`src/rtl/imsic_intp_file_ctrl_if.sv`:
```
// Request/response bundle between the MSI bus adapter / CSR unit (master)
// and the interrupt-file controller (slave).
interface imsic_intp_file_ctrl_if #(
  parameter int NR_FILES = 3,
  parameter int NR_SRC   = 30,
  parameter int ID_W     = $clog2(NR_SRC),
  parameter int FILE_W   = $clog2(NR_FILES)
);
  // MSI write channel
  logic              msi_valid;
  logic              msi_ready;
  logic [FILE_W-1:0] msi_file;
  logic [ID_W-1:0]   msi_id;

  // Indirect CSR channel
  logic              csr_valid;
  logic              csr_we;
  logic [FILE_W-1:0] csr_file;
  logic [1:0]        csr_sel;
  logic [31:0]       csr_wdata;
  logic [31:0]       csr_rdata;
  logic              csr_rvalid;

  modport master (
    output msi_valid, msi_file, msi_id,
    output csr_valid, csr_we, csr_file, csr_sel, csr_wdata,
    input  msi_ready, csr_rdata, csr_rvalid
  );

  modport slave (
    input  msi_valid, msi_file, msi_id,
    input  csr_valid, csr_we, csr_file, csr_sel, csr_wdata,
    output msi_ready, csr_rdata, csr_rvalid
  );
endinterface

```
`src/rtl/imsic_intp_file_ctrl.sv`:
```
// imsic_intp_file_ctrl: hart-side AIA interrupt-file controller.
// Holds per-file eip/eie/eithreshold/eidelivery, accepts MSI writes, serves
// an indirect CSR port and presents a registered topei/irq per file through
// a 2-stage selection pipeline.
// Optional build macro IMSIC_MSI_SKID_EN: puts a 2-entry MSI FIFO in front
// of the pending update so CSR eip writes do not stall the MSI requester.
module imsic_intp_file_ctrl #(
  parameter int NR_FILES = 3,
  parameter int NR_SRC   = 30,
  parameter int ID_W     = $clog2(NR_SRC),
  parameter int FILE_W   = $clog2(NR_FILES)
) (
  input  logic                     clk_i,
  input  logic                     rst_i,
  imsic_intp_file_ctrl_if.slave    bus,
  input  logic [NR_FILES-1:0]      claim_i,
  output logic [NR_FILES*ID_W-1:0] topei_o,
  output logic [NR_FILES-1:0]      irq_o
);

  typedef enum logic [1:0] {
    SEL_DELIV = 2'd0,
    SEL_THR   = 2'd1,
    SEL_EIP   = 2'd2,
    SEL_EIE   = 2'd3
  } csr_sel_e;

  // Identities 1..NR_SRC-1 are storable; bit 0 and bits >= NR_SRC read 0.
  localparam logic [63:0] SRC_ONES   = (64'd1 << NR_SRC) - 64'd1;
  localparam logic [31:0] LEGAL_MASK = SRC_ONES[31:0] & ~32'd1;

  // Architectural state
  logic [31:0]         eip_q   [NR_FILES];
  logic [31:0]         eip_d   [NR_FILES];
  logic [31:0]         eie_q   [NR_FILES];
  logic [31:0]         eie_d   [NR_FILES];
  logic [ID_W-1:0]     thr_q   [NR_FILES];
  logic [ID_W-1:0]     thr_d   [NR_FILES];
  logic [NR_FILES-1:0] deliv_q, deliv_d;

  // Selection pipeline
  logic [31:0]         mask_q  [NR_FILES];
  logic [31:0]         mask_d  [NR_FILES];
  logic [ID_W-1:0]     topei_q [NR_FILES];
  logic [ID_W-1:0]     topei_d [NR_FILES];
  logic [NR_FILES-1:0] irq_q;
  logic [NR_FILES-1:0] supp_q;     // stage-1 mask still holds a just-claimed id
  logic [NR_FILES-1:0] claim_eff;  // claim of a non-zero topei

  // CSR read response
  logic [31:0] rdata_q, rdata_d;
  logic        rvalid_q;

  // Pending-set request after MSI arbitration
  logic              set_valid;
  logic [FILE_W-1:0] set_file;
  logic [ID_W-1:0]   set_id;

  logic csr_wr, eip_wr_any, msi_fire, msi_legal;

  function automatic logic file_ok(logic [FILE_W-1:0] f);
    return int'(f) < NR_FILES;
  endfunction

  // Lowest pending identity that passes the threshold; 0 if none.
  function automatic logic [ID_W-1:0] lowest_id(logic [31:0] m, logic [ID_W-1:0] thr);
    logic [ID_W-1:0] r;
    r = '0;
    for (int i = NR_SRC - 1; i >= 1; i--) begin
      if (m[i] && (thr == '0 || i < int'(thr))) r = ID_W'(i);
    end
    return r;
  endfunction

  assign csr_wr     = bus.csr_valid & bus.csr_we & file_ok(bus.csr_file);
  assign eip_wr_any = bus.csr_valid & bus.csr_we & (csr_sel_e'(bus.csr_sel) == SEL_EIP);
  assign msi_legal  = (bus.msi_id != '0) && (int'(bus.msi_id) < NR_SRC) && file_ok(bus.msi_file);

`ifdef IMSIC_MSI_SKID_EN
  logic [1:0]        cnt_q, cnt_d;
  logic [FILE_W-1:0] fq_file_q [2];
  logic [ID_W-1:0]   fq_id_q   [2];
  logic              push, pop, bypass, wr_pos;

  assign bus.msi_ready = ~rst_i & (cnt_q != 2'd2);
  assign msi_fire      = bus.msi_valid & bus.msi_ready;
  // Illegal MSIs are accepted and dropped before they occupy a slot.
  assign push          = msi_fire & msi_legal;
  // The head waits while a CSR eip write owns the pending update.
  assign pop           = (cnt_q != 2'd0) & ~eip_wr_any;
  // Empty FIFO and no collision: the MSI goes straight to the pending bits.
  assign bypass        = push & (cnt_q == 2'd0) & ~eip_wr_any;
  assign wr_pos        = pop ? (cnt_q == 2'd2) : (cnt_q == 2'd1);
  assign cnt_d         = cnt_q + {1'b0, push & ~bypass} - {1'b0, pop};

  assign set_valid = pop | bypass;
  assign set_file  = pop ? fq_file_q[0] : bus.msi_file;
  assign set_id    = pop ? fq_id_q[0]   : bus.msi_id;

  // FIFO occupancy
  always_ff @(posedge clk_i or posedge rst_i) begin
    if (rst_i) cnt_q <= '0;
    else       cnt_q <= cnt_d;
  end

  // FIFO storage: shift on pop, then write the new tail.
  // NOTE: entry storage carries no reset; cnt_q alone says which entries are live.
  always_ff @(posedge clk_i) begin
    if (pop) begin
      fq_file_q[0] <= fq_file_q[1];
      fq_id_q[0]   <= fq_id_q[1];
    end
    if (push && !bypass) begin
      fq_file_q[wr_pos] <= bus.msi_file;
      fq_id_q[wr_pos]   <= bus.msi_id;
    end
  end
`else
  // A concurrent CSR eip write stalls the MSI for that cycle.
  assign bus.msi_ready = ~rst_i & ~eip_wr_any;
  assign msi_fire      = bus.msi_valid & bus.msi_ready;
  assign set_valid     = msi_fire & msi_legal;
  assign set_file      = bus.msi_file;
  assign set_id        = bus.msi_id;
`endif

  // Next state of eip/eie/threshold/delivery: claim clear, then CSR write, then MSI set.
  // NOTE: every always_comb output is assigned a default first so no latch is inferred.
  always_comb begin
    for (int f = 0; f < NR_FILES; f++) begin
      eip_d[f]     = eip_q[f];
      eie_d[f]     = eie_q[f];
      thr_d[f]     = thr_q[f];
      deliv_d[f]   = deliv_q[f];
      claim_eff[f] = claim_i[f] & (topei_q[f] != '0);
      if (claim_eff[f]) eip_d[f][topei_q[f]] = 1'b0;
      if (csr_wr && int'(bus.csr_file) == f) begin
        case (csr_sel_e'(bus.csr_sel))
          SEL_DELIV: deliv_d[f] = bus.csr_wdata[0];
          SEL_THR:   thr_d[f]   = bus.csr_wdata[ID_W-1:0];
          SEL_EIP:   eip_d[f]   = bus.csr_wdata & LEGAL_MASK;
          SEL_EIE:   eie_d[f]   = bus.csr_wdata & LEGAL_MASK;
          default:   ;
        endcase
      end
      // Set wins over a same-cycle claim of the same identity.
      if (set_valid && int'(set_file) == f) eip_d[f][set_id] = 1'b1;
    end
  end

  // Selection pipeline next values; a claim blanks topei until the mask refreshes.
  always_comb begin
    for (int f = 0; f < NR_FILES; f++) begin
      mask_d[f]  = deliv_q[f] ? (eip_q[f] & eie_q[f]) : '0;
      topei_d[f] = (claim_eff[f] | supp_q[f]) ? '0 : lowest_id(mask_q[f], thr_q[f]);
    end
  end

  // CSR read mux; out-of-range files read as zero.
  always_comb begin
    rdata_d = '0;
    for (int f = 0; f < NR_FILES; f++) begin
      if (int'(bus.csr_file) == f) begin
        case (csr_sel_e'(bus.csr_sel))
          SEL_DELIV: rdata_d = {31'b0, deliv_q[f]};
          SEL_THR:   rdata_d = 32'(thr_q[f]);
          SEL_EIP:   rdata_d = eip_q[f];
          SEL_EIE:   rdata_d = eie_q[f];
          default:   rdata_d = '0;
        endcase
      end
    end
  end

  // State, pipeline and CSR response registers.
  // NOTE: sequential state uses non-blocking assignments so all registers update together.
  always_ff @(posedge clk_i or posedge rst_i) begin
    if (rst_i) begin
      for (int f = 0; f < NR_FILES; f++) begin
        eip_q[f]   <= '0;
        eie_q[f]   <= '0;
        thr_q[f]   <= '0;
        mask_q[f]  <= '0;
        topei_q[f] <= '0;
      end
      deliv_q  <= '0;
      irq_q    <= '0;
      supp_q   <= '0;
      rdata_q  <= '0;
      rvalid_q <= 1'b0;
    end else begin
      for (int f = 0; f < NR_FILES; f++) begin
        eip_q[f]   <= eip_d[f];
        eie_q[f]   <= eie_d[f];
        thr_q[f]   <= thr_d[f];
        mask_q[f]  <= mask_d[f];
        topei_q[f] <= topei_d[f];
        irq_q[f]   <= (topei_d[f] != '0);
      end
      deliv_q  <= deliv_d;
      supp_q   <= claim_eff;
      rvalid_q <= bus.csr_valid & ~bus.csr_we;
      if (bus.csr_valid && !bus.csr_we) rdata_q <= rdata_d;
    end
  end

  // Pack per-file topei onto the flat output bus.
  always_comb begin
    topei_o = '0;
    for (int f = 0; f < NR_FILES; f++) topei_o[f*ID_W +: ID_W] = topei_q[f];
  end

  assign irq_o          = irq_q;
  assign bus.csr_rdata  = rdata_q;
  assign bus.csr_rvalid = rvalid_q;

endmodule

```
`src/flat_wrapper.sv`:
```
// flat-port wrapper written by rule: the top's interface ports become plain ports
module imsic_intp_file_ctrl_flat 
#(
  parameter int NR_FILES = 3,
  parameter int NR_SRC   = 30,
  parameter int ID_W     = $clog2(NR_SRC),
  parameter int FILE_W   = $clog2(NR_FILES)
)
  (clk_i, rst_i, claim_i, topei_o, irq_o, bus_msi_valid, bus_msi_file, bus_msi_id, bus_csr_valid, bus_csr_we, bus_csr_file, bus_csr_sel, bus_csr_wdata, bus_msi_ready, bus_csr_rdata, bus_csr_rvalid);
  imsic_intp_file_ctrl_if #(.NR_FILES(NR_FILES), .NR_SRC(NR_SRC), .ID_W(ID_W), .FILE_W(FILE_W)) bus_i ();
  input  logic clk_i;
  input  logic rst_i;
  input  logic [NR_FILES-1:0] claim_i;
  output logic [NR_FILES*ID_W-1:0] topei_o;
  output logic [NR_FILES-1:0] irq_o;
  input wire logic [$bits(bus_i.msi_valid)-1:0] bus_msi_valid;
  input wire logic [$bits(bus_i.msi_file)-1:0] bus_msi_file;
  input wire logic [$bits(bus_i.msi_id)-1:0] bus_msi_id;
  input wire logic [$bits(bus_i.csr_valid)-1:0] bus_csr_valid;
  input wire logic [$bits(bus_i.csr_we)-1:0] bus_csr_we;
  input wire logic [$bits(bus_i.csr_file)-1:0] bus_csr_file;
  input wire logic [$bits(bus_i.csr_sel)-1:0] bus_csr_sel;
  input wire logic [$bits(bus_i.csr_wdata)-1:0] bus_csr_wdata;
  output wire logic [$bits(bus_i.msi_ready)-1:0] bus_msi_ready;
  output wire logic [$bits(bus_i.csr_rdata)-1:0] bus_csr_rdata;
  output wire logic [$bits(bus_i.csr_rvalid)-1:0] bus_csr_rvalid;
  assign bus_i.msi_valid = bus_msi_valid;
  assign bus_i.msi_file = bus_msi_file;
  assign bus_i.msi_id = bus_msi_id;
  assign bus_i.csr_valid = bus_csr_valid;
  assign bus_i.csr_we = bus_csr_we;
  assign bus_i.csr_file = bus_csr_file;
  assign bus_i.csr_sel = bus_csr_sel;
  assign bus_i.csr_wdata = bus_csr_wdata;
  assign bus_msi_ready = bus_i.msi_ready;
  assign bus_csr_rdata = bus_i.csr_rdata;
  assign bus_csr_rvalid = bus_i.csr_rvalid;
  imsic_intp_file_ctrl #(.NR_FILES(NR_FILES), .NR_SRC(NR_SRC), .ID_W(ID_W), .FILE_W(FILE_W)) u_core (.clk_i(clk_i), .rst_i(rst_i), .bus(bus_i), .claim_i(claim_i), .topei_o(topei_o), .irq_o(irq_o));
endmodule
```
`config.mk`:
```
export PLATFORM = sky130hd
export DESIGN_NAME = imsic_intp_file_ctrl_flat
export DESIGN_NICKNAME = d
export VERILOG_FILES = /design/src/rtl/imsic_intp_file_ctrl_if.sv /design/src/rtl/imsic_intp_file_ctrl.sv /design/src/flat_wrapper.sv
export SDC_FILE = /design/constraint.sdc
export NUM_CORES = 1
export LEC_CHECK = 0
export ABC_AREA = 1
export BUFFER_PORTS_ARGS = -buffer_cell sky130_fd_sc_hd__buf_2
export CORE_UTILIZATION = 45
export DETAILED_ROUTE_END_ITERATION = 8
export PLACE_DENSITY_LB_ADDON = 0.25
export SLEW_MARGIN = 20
export SYNTH_ARGS = -nofsm -noshare
export SYNTH_HDL_FRONTEND = slang
export SYNTH_SLANG_ARGS = --single-unit
export TNS_END_PERCENT = 10
```
`constraint.sdc`:
```
create_clock -name clk_i -period 20.5 [get_ports clk_i]
set_input_delay 4.1 -clock clk_i [delete_from_list [all_inputs] [get_ports clk_i]]
set_output_delay 4.1 -clock clk_i [all_outputs]
set_load 0.01 [all_outputs]
```
==> metrics.txt, run 1 <==
CP max FO 48; largest net degree at the start of global routing 170; initial core utilization 45.94%; register area 0.008558 mm^2; Startpoint Class input pin; setup TNS 0 ns; R2R Setup Slk 17.70 ns; setup violators final 0; # nets final 2224; type of the most critical hold path register to register; Clk network pwr share 34.3%; Final Hold Viols 0; Max rail drop VDD 0.00005726 V; aggregate global-route resource usage 33.57%; DR pass1 iterations 9; first-pass GRT wire length 95.05 mm; CP arrival 5.55 ns; CTS buffer count 39; Post-CTS Setup Bufs 0; P_int 0.001383 W; Critical Path End Type output pin; Yosys warnings 0; latest clock arrival within the worst-skew pair 0.53 ns; status completed; Post-Route Utilization 52.06%; wl on met1 26.18 mm; area leader, netlist dfrtp_1; Chip Height 195.8 um; top cells by area, synth dfrtp_1 (51%), nand2_1 (11%), inv_1 (7.0%); initial antenna violation count 2; Critical R2R Launch u_core.thr_q[0]$_DFFE_PP0P_; RSZ-0062 raised after global routing no; Core Region 0.03679 mm^2; sw power 0.0007107 W; syn_nets 2147; sequential share of the synthesized area 50.65%; Max-Cap Viols 0; number of flops mapped to enable cells by yosys 0; routed length on met3 6.804 mm; CTS tree yes; CP Class input pin to output pin; DRC 0; count of state elements after synthesis 342; Fillers 3493; Tightest Pin Transition 1.134 ns; per-cell routed wire length 23.90 um; post-cts sizing count 0; Yosys top cell area share 50.65%; switching power share of the total 33.95%; Placer Congestion 1.009; Req. time, crit path 16.40 ns; slew margin rel. 24.13%; fin crit period 9.652 ns; Max Slew Vio Count 0; clk slew on worst S/H paths 0.06 ns; CTS Root Cell clkbuf_16; Hold-fix buffers, CTS 0; Reg-to-Reg End u_core.irq_o[2]$_DFF_PP0_; Cell Area, Synth 0.01690 mm^2; Worst Hold Depth 2; vias per cell 6.036; post-synth cell types 44; met2 wire len 27.34 mm; Avg Inst Size Synth 8.062 um^2; Die Wd 195.8 um; Logic pwr share 23.0%; Antenna Nets Post-Route 0; total power 0.002093 W; Top FF cell, synth dfrtp_1; pwr/cell area 109.3 mW/mm^2; IO Count 103; Hold Path Origin u_core.bus.csr_rdata[3]$_DFFE_PP0P_; GRT Residual Overflow 0; Vias 16100; H-tree depth 2; clock sinks 342; number of inserted diodes 0; CTS Buffer Depth 3; # port buffers 100; sequential power share 42.7%; area of the multi-input gates 0.006789 mm^2; Iter 0 DRT Violations 2017; clock skew 0.01376 ns; Fmax 103.6 MHz; Area Overhead vs Synth 13.33%; layout cells sized above 1 9.914%; vias in the first global route 15290; die area 0.03833 mm^2; ys async rst share 100.0%; # rows 70; Detailed Route WL 63.73 mm; most frequent cell after synthesis nand2_1; static leakage 9.316 nW; Mapped Cells 2096; period utilization 47.08%; Highest Signal Layer met5; DP HPWL 44.94 mm; top cells by count, synth nand2_1 (485), dfrtp_1 (342), inv_1 (314); worst hold endpoint u_core.bus.csr_rdata[3]$_DFFE_PP0P_; R2R depth 19
[how the worst max path moves through the flow]
stage / start / to / slack (ns) / cells past startpoint
after floorplan: rst_i / u_core.bus.csr_rdata[0]$_DFFE_PP0P_ / 6.92 / 1
after global placement: bus_csr_sel[0] / bus_msi_ready / 10.90 / 7
after detailed placement: bus_csr_sel[0] / bus_msi_ready / 10.89 / 7
after CTS: bus_csr_sel[0] / bus_msi_ready / 10.88 / 7
after global routing: bus_csr_sel[0] / bus_msi_ready / 10.80 / 7
final: bus_csr_sel[0] / bus_msi_ready / 10.85 / 7
[state kept, by name, indices dropped and copies added (netlist names)]
signal	flops
u_core.bus.csr_rdata	32
u_core.bus.csr_rvalid	1
u_core.deliv_q	3
u_core.eie_q	87
u_core.eip_q	96
u_core.irq_o	3
u_core.mask_q	87
u_core.supp_q	3
u_core.thr_q	15
u_core.topei_o	15
[power by group through the flow]
stage	Clock, W	Sequential (W)	Combinational [W]
finish	0.000719	0.000894	0.000481
global route	0.000747	0.000905	0.000532
CTS	0.000721	0.000888	0.000469
detailed placement	0	0.000899	0.000467
global placement	0	0.000895	0.000457
floorplan	0	0.000872	0.000318
[cell families after synthesis]
group	after synthesis	synth area share (%)
compound gates	516	19.98
simple gates	826	20.04
buf+inv	412	9.337
flops	342	50.65
[worst max-delay path, stage by stage]
cell and delay, ns:
buf_2 0.10, inv_1 0.06, nand2_2 0.05, buf_4 0.55, nor2_1 0.12, nor2_1 0.34
buf_2 0.21
[metal layers]
| layer | global-route usage, % | up-vias |
|---|---|---|
| li1 | - | 7197 |
| met1 | 46.77 | 7725 |
| met2 | 50.41 | 996 |
| met3 | 6.429 | 178 |
| met4 | 16.20 | 2 |
| met5 | 0 | - |
[final cells by class]
cell class / instances / area share, %
flip-flops and latches: 342 / 44.69
multi-input cells: 1342 / 35.45
inverters: 326 / 6.429
clock buffers: 58 / 6.057
repair buffers: 122 / 3.541
well taps: 468 / 3.058
clock inverters: 9 / 0.7710
[cell usage in the layout (no fill, tap or decap), types with 7 or more instances in the layout]
cell type	Yosys	routed
nor3_1	68	68
nand3_1	79	79
a211oi_1	8	8
clkbuf_16	0	41
dfrtp_1	342	342
buf_4	2	21
a21oi_1	65	65
nor2_1	166	164
clkbuf_1	69	10
nand4_1	10	10
clkbuf_8	0	7
buf_2	6	100
o22ai_1	51	51
inv_2	7	7
a221oi_1	32	32
a31oi_1	12	12
nand2_1	485	480
o221ai_1	88	88
inv_1	314	313
nor2_2	5	7
o211ai_1	56	56
o21ai_0	178	178
[stage by stage]
stage	std cells	hold WS, ns	instance area [um^2]	worst slack [ns]
finish	2667	0.4813	19150	10.85
global route	2667	0.4936	19150	10.80
CTS	2667	0.4854	19140	10.88
detailed placement	2600	0.4704	17830	10.89
global placement	2600	0.4642	17830	10.90
floorplan	2096	0.4530	16900	6.920
Power figures use the tool's default switching activity.
==> inputs of run 2 (changes only) <==
==> constraint.sdc (replaced) <==
create_clock -name clk_i -period 8.34 [get_ports clk_i]
set_input_delay 1.668 -clock clk_i [delete_from_list [all_inputs] [get_ports clk_i]]
set_output_delay 1.668 -clock clk_i [all_outputs]
set_load 0.01 [all_outputs]
==> metrics.txt, run 2 (synthesized netlist as in run 1, its figures left out) <==
status completed; Max-Cap Viols 0 (unchanged); Largest regs u_core.eip_q (96), u_core.eie_q (87), u_core.mask_q (87); Die Wd 195.8 um (unchanged); Post-Route Utilization 52.31% (+0.25 points); Placer Congestion 0.9618 (-4.7%); largest net degree at the start of global routing 122 (-28%); initial core utilization 45.94% (unchanged); initial antenna violation count 3 (+1); Critical Path End Type register; CP Class input pin to register; slew margin rel. 25.68% (+1.5 points); most frequent cells in the layout nand2_1 (482), dfrtp_1 (342), inv_1 (313), o21ai_0 (178), nor2_1 (163); setup violators final 0 (unchanged); CP arrival 5.43 ns (-0.12 ns); Fmax 198.9 MHz; Post-CTS Setup Bufs 0 (unchanged); Max Slew Vio Count 0 (unchanged); die area 0.03833 mm^2 (unchanged); pwr/cell area 271.5 mW/mm^2 (+150%); H-tree depth 2 (unchanged); CTS buffer count 39 (unchanged); commonest non-fill, non-tap cell in the layout nand2_1; layout cells sized above 1 10.34% (+0.43 points); clock skew 0.01058 ns (-0.003182 ns); aggregate global-route resource usage 33.92% (+0.35 points); Detailed Route WL 64.06 mm (+0.51%); switching power share of the total 34.33% (+0.38 points); # port buffers 100 (unchanged); latest clock arrival within the worst-skew pair 0.55 ns (+0.02 ns); clk slew on worst S/H paths 0.06 ns (about the same); CTS Root Cell clkbuf_16; static leakage 9.343 nW (+0.28%); Hold Path Origin u_core.bus.csr_rdata[2]$_DFFE_PP0P_; first-pass GRT wire length 95.57 mm (+0.54%); IO Count 103 (unchanged); CP max FO 30 (-38%); Req. time, crit path 8.74 ns (-7.66 ns); Tightest Pin Transition 1.112 ns (-0.02163 ns); area of the multi-input gates 0.006782 mm^2 (-0.11%); crit path from bus_csr_file[0]; period utilization 60.30%; CTS tree yes; type of the most critical hold path register to register; clock sinks 342 (unchanged); DP HPWL 46.16 mm (+2.7%); Final Hold Viols 0 (unchanged); DP Area 0.01784 mm^2 (about the same); Vias 15970 (-0.78%); Chip Height 195.8 um (unchanged); setup TNS 0 ns (unchanged); Logic pwr share 22.5% (-0.5 points); Clk network pwr share 35.4% (+1.1 points); per-cell routed wire length 23.96 um (+0.25%); vias in the first global route 15330 (+0.22%); Max rail drop VDD 0.0001429 V (+150%); Antenna Nets Post-Route 0 (unchanged); RSZ-0062 raised after global routing no; Fillers 3576 (+2.4%); Critical R2R Launch u_core.thr_q[0]$_DFFE_PP0P_; # nets final 2226 (+0.090%); DRC 0 (unchanged); Core Region 0.03679 mm^2 (unchanged); Biggest register u_core.eip_q; Startpoint Class input pin; Area Overhead vs Synth 13.88%; fin crit period 5.029 ns; Hold-fix buffers, CTS 0 (unchanged); Design Area, Final 0.01924 mm^2 (+0.48%); Iter 0 DRT Violations 1804 (-11%); Largest register FFs 96 (unchanged); CTS Buffer Depth 3 (unchanged); P_int 0.003431 W (+150%); register area 0.008558 mm^2 (unchanged); post-cts sizing count 0 (unchanged); sequential power share 42.1% (-0.6 points); sw power 0.001794 W (+150%); DR pass1 iterations 6 (-3); vias per cell 5.973 (-1.0%); # rows 70 (unchanged); GRT Residual Overflow 0 (unchanged)
-- run 2: worst paths after layout --
| check | to | slack [ns] | cells past startpoint |
|---|---|---|---|
| max reg2reg | u_core.irq_o[2]$_DFF_PP0_ | 5.43 | 19 |
| max | u_core.eip_q[90]$_DFF_PP0_ | 3.31 | 12 |
| min in group asynchronous | u_core.deliv_q[2]$_DFFE_PP0P_ | 1.25 | 2 |
| min reg2reg | u_core.bus.csr_rdata[2]$_DFFE_PP0P_ | 0.48 | 2 |
| min | u_core.bus.csr_rdata[2]$_DFFE_PP0P_ | 0.48 | 2 |
| max in group asynchronous | u_core.bus.csr_rdata[13]$_DFFE_PP0P_ | 5.17 | 4 |
-- run 2: critical path: stages --
cell	delay, ns
buf_2	0.12
nor2_1	0.48
inv_1	0.45
nor2_1	0.76
buf_4	0.32
inv_1	0.33
nor2_2	0.21
buf_4	0.31
inv_1	0.23
buf_4	0.29
nand3_1	0.11
o221ai_1	0.12
-- run 2: power by group through the flow --
stage	Sequential (W)	Clock [W]	Combinational (W)
4_1_cts	0.00219	0.00187	0.00115
5_1_grt	0.00223	0.00192	0.00130
6_report	0.00220	0.00185	0.00117
2_1_floorplan	0.00214	0	0.000781
3_3_place_gp	0.00221	0	0.00113
3_5_place_dp	0.00222	0	0.00115
-- run 2: area by class of cell --
type	count	area share, %
Sequential cell	342	44.48
Multi-Input combinational cell	1342	35.24
Inverter	326	6.379
Clock buffer	52	5.859
Timing Repair Buffer	124	3.706
Tap cell	468	3.043
Clock inverter	19	1.281
Antenna cell	1	0.01300
-- run 2: metal layers --
layer  GRT usage, %  vias up  routed length (um)
met5              0        -                  23
met4          19.50        4                3797
met3          6.584      183                6563
met2          49.55      905               27240
met1          47.17     7679               26430
li1               -     7201                   -
-- run 2: per-stage QoR --
| stage | total power, W | hold WS, ns | setup WS [ns] | std cells |
|---|---|---|---|---|
| floorplan | 0.002924 | 0.4530 | 2.097 | 2096 |
| global placement | 0.003331 | 0.4623 | 3.030 | 2601 |
| detailed placement | 0.003361 | 0.4678 | 2.947 | 2601 |
| CTS | 0.005207 | 0.4819 | 3.502 | 2672 |
| global route | 0.005455 | 0.4904 | 3.207 | 2674 |
| finish | 0.005225 | 0.4757 | 3.311 | 2674 |
==> inputs of run 3 (changes only) <==
--- a/config.mk
+++ b/config.mk
@@ -5,7 +5,7 @@
 export SDC_FILE = /design/constraint.sdc
 export NUM_CORES = 1
 export LEC_CHECK = 0
-export ABC_AREA = 1
+export ABC_AREA = 0
 export BUFFER_PORTS_ARGS = -buffer_cell sky130_fd_sc_hd__buf_2
 export CORE_UTILIZATION = 45
 export DETAILED_ROUTE_END_ITERATION = 8
==> constraint.sdc (replaced) <==
create_clock -name clk_i -period 5.2 [get_ports clk_i]
set_input_delay 1.04 -clock clk_i [delete_from_list [all_inputs] [get_ports clk_i]]
set_output_delay 1.04 -clock clk_i [all_outputs]
set_load 0.01 [all_outputs]
==> metrics.txt, run 3 <==
IO Count 103 (unchanged); ys async rst share 100.0% (unchanged); RSZ-0062 raised after global routing no; slew margin rel. 21.86% (-3.8 points); pwr/cell area 416.4 mW/mm^2 (+53%); vias in the first global route 14600 (-4.7%); status completed; Place WS 1.647 ns (-1.300 ns); Max Slew Vio Count 0 (unchanged); CTS tree yes; DR pass1 iterations 6 (unchanged); GRT Residual Overflow 0 (unchanged); Avg Inst Size Synth 9.769 um^2 (+21%); fin crit period 3.508 ns; largest family of logic cells by synthesized area compound AO/OA/AOI/OAI gates; met3 Use GR 5.477% (-1.1 points); post-cts sizing count 0 (unchanged); most frequent cell after synthesis dfrtp_1; Core Region 0.03865 mm^2 (+5.1%); CP top delay family buffers and inverters; CTS Root Cell clkbuf_16; Synth Area in Simple Gates 17.72% (-2.3 points); Detailed Route WL 63.62 mm (-0.69%); initial core utilization 45.60% (-0.34 points); Fmax 285.0 MHz; count of state elements after synthesis 342 (unchanged); most frequent cells in the layout dfrtp_1 (341), nand2_1 (211), o21ai_0 (143), nor2_1 (124), mux2_2 (108); layout cells sized above 1 17.94% (+7.6 points); vias per cell 6.513 (+9.0%); Die Wd 199.9 um (+2.1%); Max-Cap Viols 0 (unchanged); Synth Area in Adders 0% (unchanged); period utilization 67.47%; number of flops mapped to enable cells by yosys 0 (unchanged); Hold Path Origin u_core.bus.csr_rdata[0]$_DFFE_PP0P_; Post-Route Utilization 51.22% (-1.1 points); Top FF cell, synth dfrtp_1; Max rail drop VDD 0.0002555 V (+79%); DP Area 0.01856 mm^2 (+4.0%); Post-Synth XOR/XNOR Area 0.09940% (+0.099 points); first-pass GRT wire length 93.14 mm (-2.5%); register area 0.008559 mm^2 (about the same); Yosys warnings 0 (unchanged); Tightest Pin Transition 1.172 ns (+0.05986 ns); Critical R2R Launch u_core.thr_q[1]$_DFFE_PP0P_; fin cells 2398 (-10%); Vias 15620 (-2.2%); crit path from bus_csr_sel[1]; CTS Buffer Depth 3 (unchanged); CP Class input pin to output pin; per-cell routed wire length 26.53 um (+11%); Yosys top cell area share 48.56% (-2.1 points); Placer Congestion 1.005 (+4.5%); busiest grt layer met2; Mapped Cells 1804 (-14%); top cells by count, synth dfrtp_1 (342), nand2_1 (211), o21ai_0 (143); largest net degree at the start of global routing 176 (+44%); met2 usage 48.57% (-0.98 points); static leakage 8.816 nW (-5.6%); Biggest register u_core.eip_q; area of the multi-input gates 0.008477 mm^2 (+25%); GR Util met1 43.98% (-3.2 points); CP max FO 16 (-47%); CTS buffer count 40 (+2.6%); # port buffers 100 (unchanged); setup TNS 0 ns (unchanged); mux cell area share after synthesis 8.718% (+8.7 points); clk slew on worst S/H paths 0.05 ns (about the same); initial antenna violation count 3 (unchanged); # rows 72 (+2.9%); Final Hold Viols 0 (unchanged); CP peak stage delay 0.44 ns (-0.32 ns); Hold-fix buffers, CTS 0 (unchanged); area leader, netlist dfrtp_1; Antenna Nets Post-Route 0 (unchanged); Req. time, crit path 4.16 ns (-4.58 ns); Inst Count DP 2327 (-11%); DP HPWL 44.01 mm (-4.7%); Critical Path End Type output pin; critical path's slowest cell nor2b_1; CP arrival 2.47 ns (-2.96 ns); H-tree depth 2 (unchanged); Post-CTS Setup Bufs 0 (unchanged); sequential share of the synthesized area 48.56% (-2.1 points); Iter 0 DRT Violations 1804 (unchanged); # nets final 1902 (-15%); top cells by area, synth dfrtp_1 (49%), mux2_2 (6.9%), o221ai_1 (4.6%); syn_nets 1855 (-14%); CP Cell Sequence buf_2, nor2b_1, a31oi_1, buf_2; clock sinks 342 (unchanged); Fillers 3498 (-2.2%); Largest regs u_core.eip_q (96), u_core.eie_q (87), u_core.mask_q (87); die area 0.03996 mm^2 (+4.3%); Synth Area in Compound Gates 21.38% (+1.4 points); DRC 0 (unchanged); clock skew 0.01904 ns (+0.008461 ns); setup violators final 0 (unchanged); Chip Height 199.9 um (+2.1%); commonest non-fill, non-tap cell in the layout dfrtp_1; Area Overhead vs Synth 12.32%; CP Buf/Inv Count 2 (-5); type of the most critical hold path register to register; Design Area, Final 0.01980 mm^2 (+2.9%); Startpoint Class input pin; aggregate global-route resource usage 31.85% (-2.1 points); latest clock arrival within the worst-skew pair 0.56 ns (about the same); post-synth cell types 75 (+70%); worst setup margin 1.692 ns (-1.620 ns); Cell Area, Synth 0.01762 mm^2 (+4.3%); Largest register FFs 96 (unchanged); Critical Path Most Common Cell buf_2
run 3: path summary, 6_finish.rpt:
check	slack [ns]	endpoint	depth (start not counted)
worst max-delay path	1.69	bus_msi_ready	4
max in group asynchronous	3.62	u_core.eie_q[48]$_DFFE_PP0P_	3
min in group asynchronous	0.75	u_core.eie_q[7]$_DFFE_PP0P_	3
worst max register to register	1.82	u_core.irq_o[2]$_DFF_PP0_	7
worst min-delay path	0.48	u_core.bus.csr_rdata[0]$_DFFE_PP0P_	2
worst min register to register	0.48	u_core.bus.csr_rdata[0]$_DFFE_PP0P_	2
run 3: kinds of logic (layout without fill, tap and decap cells):
| family | count (synthesis) | after routing |
|---|---|---|
| mux | 140 | 140 |
| buf+inv | 154 | 229 |
| xor+xnor | 2 | 2 |
| compound gates | 548 | 548 |
| flops | 342 | 342 |
| other cells | 0 | 1 |
| simple gates | 618 | 618 |
run 3: area by class of cell:
type                    instances  share of cell area, %
flip-flops and latches        342                  43.24
multi-input cells            1308                  42.82
clock buffers                  59                  5.828
repair buffers                132                  3.868
well taps                     518                  3.274
inverters                      27                 0.5309
clock inverters                11                 0.4235
diodes                          1                0.01264
run 3: layer usage:
layer,vias to the layer above,share of wire [%]
met5,-,0.016
met4,2,4.8
met3,160,8.8
met2,883,45
met1,7712,41
li1,6862,-
run 3: power breakdown:
group	leakage (nW)	total, W	internal [W]	switching [W]
registers	4.49	0.00367	0.00311	0.000555
clock network	0.616	0.00269	0.00158	0.00111
logic	3.71	0.00188	0.000758	0.00113
total	8.82	0.00824	0.00545	0.00279
run 3: through the flow:
stage / total power [W] / hold WS [ns]
after global routing: 0.008596 / 0.5007
after floorplan: 0.004789 / 0.4642
after detailed placement: 0.005530 / 0.4727
final: 0.008243 / 0.4812
after global placement: 0.005479 / 0.4674
after CTS: 0.008220 / 0.4850
run 3: tightest hold or removal path, delay by kind of cell (launching register included):
family | cells | cell delay, ns
DFF | 1 | 0.34
and+or+nand+nor | 2 | 0.11
